**src/rtl/dl_lock_sched.sv**
```systemverilog
// Round-robin owner of the per-frame calibration slot across NUM_LOCKS dl lockbox channels.
// Config bus: gpio_in[31:16] = register address, gpio_in[15:0] = data, latched whenever the address matches.
module dl_lock_sched #(
  parameter int unsigned NUM_LOCKS = 4,
  parameter int unsigned BASE_ADDR = 0
) (
  input  logic                 clk,
  input  logic                 rst,
  input  logic [31:0]          gpio_in,
  input  logic                 enable,
  input  logic                 frame_start,
  input  logic [NUM_LOCKS-1:0] lock_done_in,
  input  logic [NUM_LOCKS-1:0] lock_err_in,
  output logic [NUM_LOCKS-1:0] trig_lock_out,
  output logic [NUM_LOCKS-1:0] lock_sig_active_out,
  output logic                 cal_pulse_req,
  output logic [3:0]           grant_idx,
  output logic                 relocking,
  output logic                 all_locked,
  output logic [NUM_LOCKS-1:0] err_out
);

  localparam int unsigned GW = 4;
  localparam int unsigned CW = 16;

  typedef enum logic [2:0] {IDLE, SCAN, ISSUE, OBSERVE, RELOCK} state_t;

  state_t               state;
  logic [NUM_LOCKS-1:0] chan_mask;
  logic [CW-1:0]        obs_cycles;
  logic [CW-1:0]        relock_frames;
  logic [CW-1:0]        obs_cnt;
  logic [CW-1:0]        frm_cnt;
  logic [GW-1:0]        last_grant;
  logic [GW-1:0]        nxt_grant;
  logic [NUM_LOCKS-1:0] active;
  logic [NUM_LOCKS-1:0] g_oh;
  logic [NUM_LOCKS-1:0] nxt_oh;
  logic                 g_active;
  logic                 g_done;
  logic                 g_err;

  // Configuration registers
  always_ff @(posedge clk or negedge rst) begin
    if (!rst) begin
      chan_mask     <= '0;
      obs_cycles    <= '0;
      relock_frames <= '0;
    end else begin
      if (gpio_in[31:16] == CW'(BASE_ADDR))     chan_mask     <= gpio_in[NUM_LOCKS-1:0];
      if (gpio_in[31:16] == CW'(BASE_ADDR + 1)) obs_cycles    <= gpio_in[15:0];
      if (gpio_in[31:16] == CW'(BASE_ADDR + 2)) relock_frames <= gpio_in[15:0];
    end
  end

  assign active   = {NUM_LOCKS{enable}} & chan_mask & ~err_out;
  assign g_oh     = NUM_LOCKS'(1) << grant_idx;
  assign nxt_oh   = NUM_LOCKS'(1) << nxt_grant;
  assign g_active = |(active & g_oh);
  assign g_done   = |(lock_done_in & g_oh);
  assign g_err    = |(lock_err_in & g_oh);

  // First active channel strictly after last_grant, wrapping
  always_comb begin : pick_next
    int unsigned          idx;
    logic [NUM_LOCKS-1:0] act_sh;
    logic                 found;
    nxt_grant = '0;
    found     = 1'b0;
    idx       = 0;
    act_sh    = '0;
    for (int unsigned k = 1; k <= NUM_LOCKS; k++) begin
      idx    = (32'(last_grant) + k) % NUM_LOCKS;
      act_sh = active >> idx;
      if (!found && act_sh[0]) begin
        found     = 1'b1;
        nxt_grant = GW'(idx);
      end
    end
  end

  always_ff @(posedge clk or negedge rst) begin
    if (!rst) begin
      state               <= IDLE;
      trig_lock_out       <= '0;
      lock_sig_active_out <= '0;
      cal_pulse_req       <= 1'b0;
      grant_idx           <= '0;
      relocking           <= 1'b0;
      all_locked          <= 1'b0;
      err_out             <= '0;
      last_grant          <= GW'(NUM_LOCKS - 1);
      obs_cnt             <= '0;
      frm_cnt             <= '0;
    end else begin
      trig_lock_out       <= active;
      all_locked          <= (|active) & (&(lock_done_in | ~active));
      lock_sig_active_out <= '0;
      cal_pulse_req       <= 1'b0;
      if (!enable) begin
        state     <= IDLE;
        err_out   <= '0;
        relocking <= 1'b0;
      end else begin
        case (state)
          IDLE: state <= SCAN;
          SCAN: begin
            if (frame_start && (|active)) begin
              grant_idx           <= nxt_grant;
              last_grant          <= nxt_grant;
              lock_sig_active_out <= nxt_oh;
              cal_pulse_req       <= 1'b1;
              state               <= ISSUE;
            end
          end
          ISSUE: begin
            if (!g_active) begin
              state <= SCAN;
            end else begin
              obs_cnt <= obs_cycles;
              state   <= OBSERVE;
            end
          end
          OBSERVE: begin
            if (!g_active) begin
              state <= SCAN;
            end else if (obs_cnt == '0) begin
              if (g_done) begin
                state <= SCAN;
              end else begin
                frm_cnt   <= '0;
                relocking <= 1'b1;
                state     <= RELOCK;
              end
            end else begin
              obs_cnt <= obs_cnt - CW'(1);
            end
          end
          RELOCK: begin
            // Done beats a same-cycle timeout; an error flag beats done
            if (!g_active || (g_done && !g_err)) begin
              relocking <= 1'b0;
              state     <= SCAN;
            end else if (g_err || frm_cnt == relock_frames) begin
              err_out   <= err_out | g_oh;
              relocking <= 1'b0;
              state     <= SCAN;
            end else if (frame_start) begin
              lock_sig_active_out <= g_oh;
              cal_pulse_req       <= 1'b1;
              frm_cnt             <= frm_cnt + CW'(1);
            end
          end
          default: state <= IDLE;
        endcase
      end
    end
  end

endmodule

```
**config.mk**
```make
export PLATFORM = sky130hd
export DESIGN_NAME = dl_lock_sched
export DESIGN_NICKNAME = d
export VERILOG_FILES = /design/src/rtl/dl_lock_sched.sv
export SDC_FILE = /design/constraint.sdc
export NUM_CORES = 1
export LEC_CHECK = 0
export BUFFER_PORTS_ARGS = -buffer_cell sky130_fd_sc_hd__buf_2
export CORE_AREA = 2 2 119 121
export CTS_BUF_LIST = sky130_fd_sc_hd__clkbuf_8
export CTS_CLUSTER_SIZE = 16
export DETAILED_ROUTE_END_ITERATION = 7
export DIE_AREA = 0 0 121 123
export PLACE_DENSITY_LB_ADDON = 0.05
export SLEW_MARGIN = 40
export SYNTH_ARGS = -nofsm -noshare
export SYNTH_HDL_FRONTEND = slang
export SYNTH_SLANG_ARGS = --single-unit
```
**constraint.sdc**
```tcl
create_clock -name clk -period 3.5 [get_ports clk]
set_clock_uncertainty 0.05 [all_clocks]
set_input_delay 0.7 -clock clk [delete_from_list [all_inputs] [get_ports clk]]
set_output_delay 0.7 -clock clk [all_outputs]
set_load 0.02 [all_outputs]
```
After elaboration in Yosys (flattened, before gate mapping)
Index checks and enable logic that the tools add are counted.
{"block": "op_classes", "add_sub_neg": 6, "n_eq_ne": 25, "shifts": 6, "mux": 50, "bitwise_logic": 10, "reduce_logical": 28}
{"op": "$mux W16", "n": 9}
{"op": "$pmux W16 S2", "n": 2}
{"op": "$mux W4", "n": 12}
{"op": "$logic_not A16 Y1", "n": 2}
{"op": "$mux W3", "n": 7}
{"op": "$and A4 B4 Y4", "n": 5}
{"op": "$ne A2 B2 Y1 const B", "n": 9}
{"op": "$add A16 B1 Y16 const B", "n": 1}
{"op": "$eq A16 B1 Y1 const B", "n": 1}
{"op": "$eq A16 B16 Y1", "n": 1}
{"op": "$eq A16 B2 Y1 const B", "n": 1}
{"op": "$reduce_or A4 Y1", "n": 4}
{"op": "$shr A4 B2 Y1", "n": 4}
{"op": "$sub A16 B1 Y16 const B", "n": 1}
{"op": "$pmux W3 S5", "n": 1}
{"op": "$mux W1", "n": 14}
{"op": "$ne A3 B3 Y1 const B", "n": 4}
{"op": "$reduce_and A5 Y1", "n": 2}
{"op": "$reduce_and A3 Y1", "n": 3}
{"op": "$ne A4 B4 Y1 const B", "n": 2}
{"op": "$not A4 Y4", "n": 2}
{"op": "$or A4 B4 Y4", "n": 2}
{"op": "$pmux W4 S2", "n": 1}
{"op": "$reduce_and A8 Y1", "n": 1}
{"op": "17 further kinds", "n": 34}
{"block": "totals", "register_bits": 92, "input_bits": 44, "output_inout_bits": 19, "wordCells": 139}

Depth between registers and ports, before layout
{"block": "logic_depth", "ltp_word": 17, "ltp_mapped": 10, "ltp_nobuf": 8}

Least setup slack after synthesis
Ideal clock, no wire load.
{"block": "synth_path", "path_kind": "input to register", "startpoint": "in enable", "endpoint": "reg obs_cnt[10]", "setup_ns": 0.134, "arrival_time_ns": 2.349, "required_time_ns": 3.316, "slack_ns": 0.967, "cell_stages": 8, "n_path_buf": 2, "cell_sequence": "clkbuf_2 > nand3b_1 > o22ai_1 > nor2_1 > a2111o_1 > clkbuf_1 > o21ai_0 > o21ai_0"}
{"block": "synth_between", "elab_chain_len": 6, "word_cells_on_any_way": 7, "classes_between": "eq/ne: 2; bitwise: 3; reduce/logical: 2"}
{"element": "start: declaration", "line": "10", "text": "input logic enable,"}
{"element": "$and A4 B4 Y4 (2 in a row)", "line": "56", "text": "assign active = {NUM_LOCKS{enable}} & chan_mask & ~err_out;"}
{"element": "$and A4 B4 Y4", "line": "59", "text": "assign g_active = |(active & g_oh);"}
{"element": "$reduce_or A4 Y1", "line": "59"}
{"element": "$ne A2 B2 Y1 (no source line)"}
{"element": "$reduce_and A5 Y1 (no source line) (*)"}
{"element": "end signal: assignment", "line": "120", "text": "obs_cnt <= obs_cycles;"}
{"element": "end signal: assignment", "line": "136", "text": "obs_cnt <= obs_cnt - CW'(1);"}
{"element": "end: declaration", "line": "32", "text": "logic [CW-1:0] obs_cnt;"}
Mark *: on every way between the ends. The rest lies on a longest branch, timed or not.
A chain may end at the register's enable or synchronous reset.

Worst setup path after layout
{"block": "layout_path", "startpoint": "reg obs_cnt[0]", "endpoint": "reg obs_cnt[0]"}
{"block": "layout_between", "elab_chain_len": 4, "word_cells_on_any_way": 7, "classes_between": "add/sub: 1; eq/ne: 1; mux: 3; reduce/logical: 2"}
{"element": "$sub A16 B1 Y16", "line": "136"}
{"element": "$mux W16", "line": "127", "text": "end else if (obs_cnt == '0) begin"}
{"element": "$mux W16", "line": "125", "text": "if (!g_active) begin"}
{"element": "$pmux W16 S2", "line": "105", "text": "case (state)"}
Parallel ways exist; a longest one is shown, timed or not. The select of a mux whose other input is x is not followed.

==> impl_metrics.ini <==
[grt]
antenna_found_initial = 0
grt_overflow = 0
grt_pass1_wl_microns = 19800
grt_max_degree = 37
grt_use_total_pct = 17.4
first_global_vias = 3638

[cells_and_area]
fin_nets = 554
diodes = 0
final_common_cell = dfrtp_1
final_area_sq_um = 5380
drive_gt1_share_pct = 26.1
area_delta_synth_final_pct = 14.8
layout_common_cells = dfrtp_1 (88), buf_2 (59), nor2_1 (36), mux2_2 (36), o21ai_0 (27)

[floorplan]
core_area_sq_um = 13600
dieArea_sq_um = 14900
pin_count = 63
die_y_microns = 123
die_w_microns = 121
start_util_pct = 34.4
rows = 43

[detailed_routing]
drc = 0
drtIter0Drc = 218
drt_first_pass_iters = 5
viasPerCell = 5.31
routedWlPerCell_microns = 17.3
ant_nets = 0
num_vias = 3677
drt_wl_total_microns = 12000

[setup_path]
critPathMaxFanout = 26
cp-end-kind = flip-flop
critPathKind = reg2reg
reg2reg_setup_slack_ns = 0.69
start_kind = flip-flop
startpoint = obs_cnt[0]
rr_worst_depth = 8
r2r-start = obs_cnt[0]
arrival_ns = 3.02
rr_endpoint = obs_cnt[0]
cp.required_ns = 3.71

[sta]
finalSetupViolCount = 0
slew_headroom_pct = 49.4
max_slew.worst_pin.slew_ns = 0.757
fin_crit_sh_pct = 80.2
setup-tns-final_ns = 0
timing.hold.ws_ns = 0.215
rsz0062_at_grt = false
layout_setup_ws_ns = 0.692
max_freq_ghz = 0.356
final-hold-violation-count = 0
period_minus_slack_ns = 2.81
slew_viol_final = 0

[power_and_ir_drop]
p_leak_uw = 0.00248
p_seq_share_pct = 54.1
power_density_nw_per_um2 = 359
switching_share_pct = 23.1
combPwrFrac_pct = 4.3
ir_drop_uv = 206
p_int_uw = 1490
switching_power_uw = 446
clock_power_share_pct = 41.6

[clock_network]
clkLatencyLatePin_ns = 0.37
cts_sinks = 90
cts.htree.levels = 3
cts_setup_buffers = 0
cts_buffers = 9
tritoncts = yes
cts_hold_buf = 0
clk_pin_slew_ns = 0.09
clk_path_buf_depth = 2
clockRootBuffer = clkbuf_8
post_cts_resize_count = 0

[job]
drv_cap = 0

[logic_synthesis]
yosysUniqueCellTypes = 64
synthArstFlopShare_pct = 100
synthCells = 452
synth_seq_area_share_pct = 48.1
synth-main-ff-cell = dfrtp_1
synth_edf_count = 0
synth_area_sq_um = 4690
yosys_warnings = 0
syn_area_per_cell_sq_um = 10.4
ys_ff_latch = 90

[hold_path]
hp-class = in2async

[placement]
gp_congestion = 0.783
dpl.hpwl_microns = 8700
placed_area_sq_um = 5160
post-place-ws_ns = 0.372
portBuffers = 60

[run_status]
status = finished, final reports clean
flip-flops by register name, indices dropped and copies added (netlist names), 4 cells and up:
name and cells:
err_out 4, obs_cnt 16, trig_lock_out 4, chan_mask 4
frm_cnt 16, obs_cycles 16, lock_sig_active_out 4, relock_frames 16
Yosys cell counts, drive strengths merged, types with 3 or more instances:
cell type / count / area (sq um)
nor3: 19 / 100
o31ai: 19 / 143
nand2b: 5 / 31.3
nand3: 6 / 30.0
inv: 16 / 60.1
nor2: 36 / 135
dfrtp: 88 / 2200
clkbuf: 12 / 46.3
a21o: 3 / 22.5
or4: 5 / 37.5
o32ai: 4 / 42.6
o41ai: 3 / 26.3
nand4: 8 / 65.1
buf: 11 / 72.6
nor2b: 6 / 37.5
o21a: 8 / 60.1
xnor2: 16 / 140
o22ai: 9 / 56.3
nor4: 9 / 77.6
o21ai: 28 / 140
or3: 6 / 37.5
nand2: 26 / 97.6
a21oi: 22 / 110
and2: 7 / 43.8
and3: 4 / 25.0
mux2: 36 / 405
worst max path at each step:
stage | slack (ns) | end | cells after the start
2_1_floorplan | 0.97 | obs_cnt[10] | 8
3_3_place_gp | 0.43 | obs_cnt[1] | 7
3_5_place_dp | 0.37 | frm_cnt[9] | 7
4_1_cts | 0.64 | obs_cnt[0] | 8
5_1_grt | 0.38 | obs_cnt[0] | 8
6_report | 0.69 | obs_cnt[0] | 8
power groups by stage:
stage	clock network, uW	registers [uW]	logic (uW)
finish	805	1050	82.6
global route	877	1050	94.2
CTS	826	1050	86.2
detailed placement	0	1070	85.7
global placement	0	1070	85.7
floorplan	0	1060	30.0
through the flow:
step                      instances  utilization (%)  power [uW]
after floorplan                 453                -        1090
after global placement          677             37.9        1150
after detailed placement        677             37.9        1150
after CTS                       693             39.6        1960
after global routing            693             39.6        2020
final                           693             39.6        1930
per-layer routing:
layer	global-route usage, %	routed length [microns]	vias up	part of all wire, %
met2	27.6	5720	86	48
li1	-	-	1782	-
met3	2.44	439	15	3.7
met4	6.32	176	0	1.5
met5	0	0	-	0
met1	24.3	5630	1794	47
final cells by class:
| cell class | count | area, sq um |
|---|---|---|
| Fill cell | 1337 | 8230 |
| Inverter | 17 | 63.8 |
| Timing Repair Buffer | 67 | 355 |
| Sequential cell | 90 | 2250 |
| Clock inverter | 6 | 81.3 |
| Tap cell | 180 | 225 |
| Clock buffer | 10 | 138 |
| Multi-Input combinational cell | 323 | 2270 |
worst max-delay path, cell delays in order (launching register included):
cell	delay [ns]
dfrtp_1	0.40
inv_1	0.08
ha_1	0.20
nor4b_4	0.36
nand4_4	0.22
nor3_2	0.34
a2111o_1	0.66
nor3_1	0.09
a311o_1	0.29
cells by family after synthesis:
family                     after synthesis  share of synthesized area (%)
AOI/OAI and AO/OA                      119                           17.6
other                                    1                         0.0800
DFF                                     90                           48.1
adders and majority gates                2                          0.534
xor gates and xnor gates                16                           2.99
buffers and inverters                   40                           3.90
muxes                                   39                           9.82
and+or+nand+nor                        145                           17.0
No activity file was read; power rests on OpenSTA's default activity.
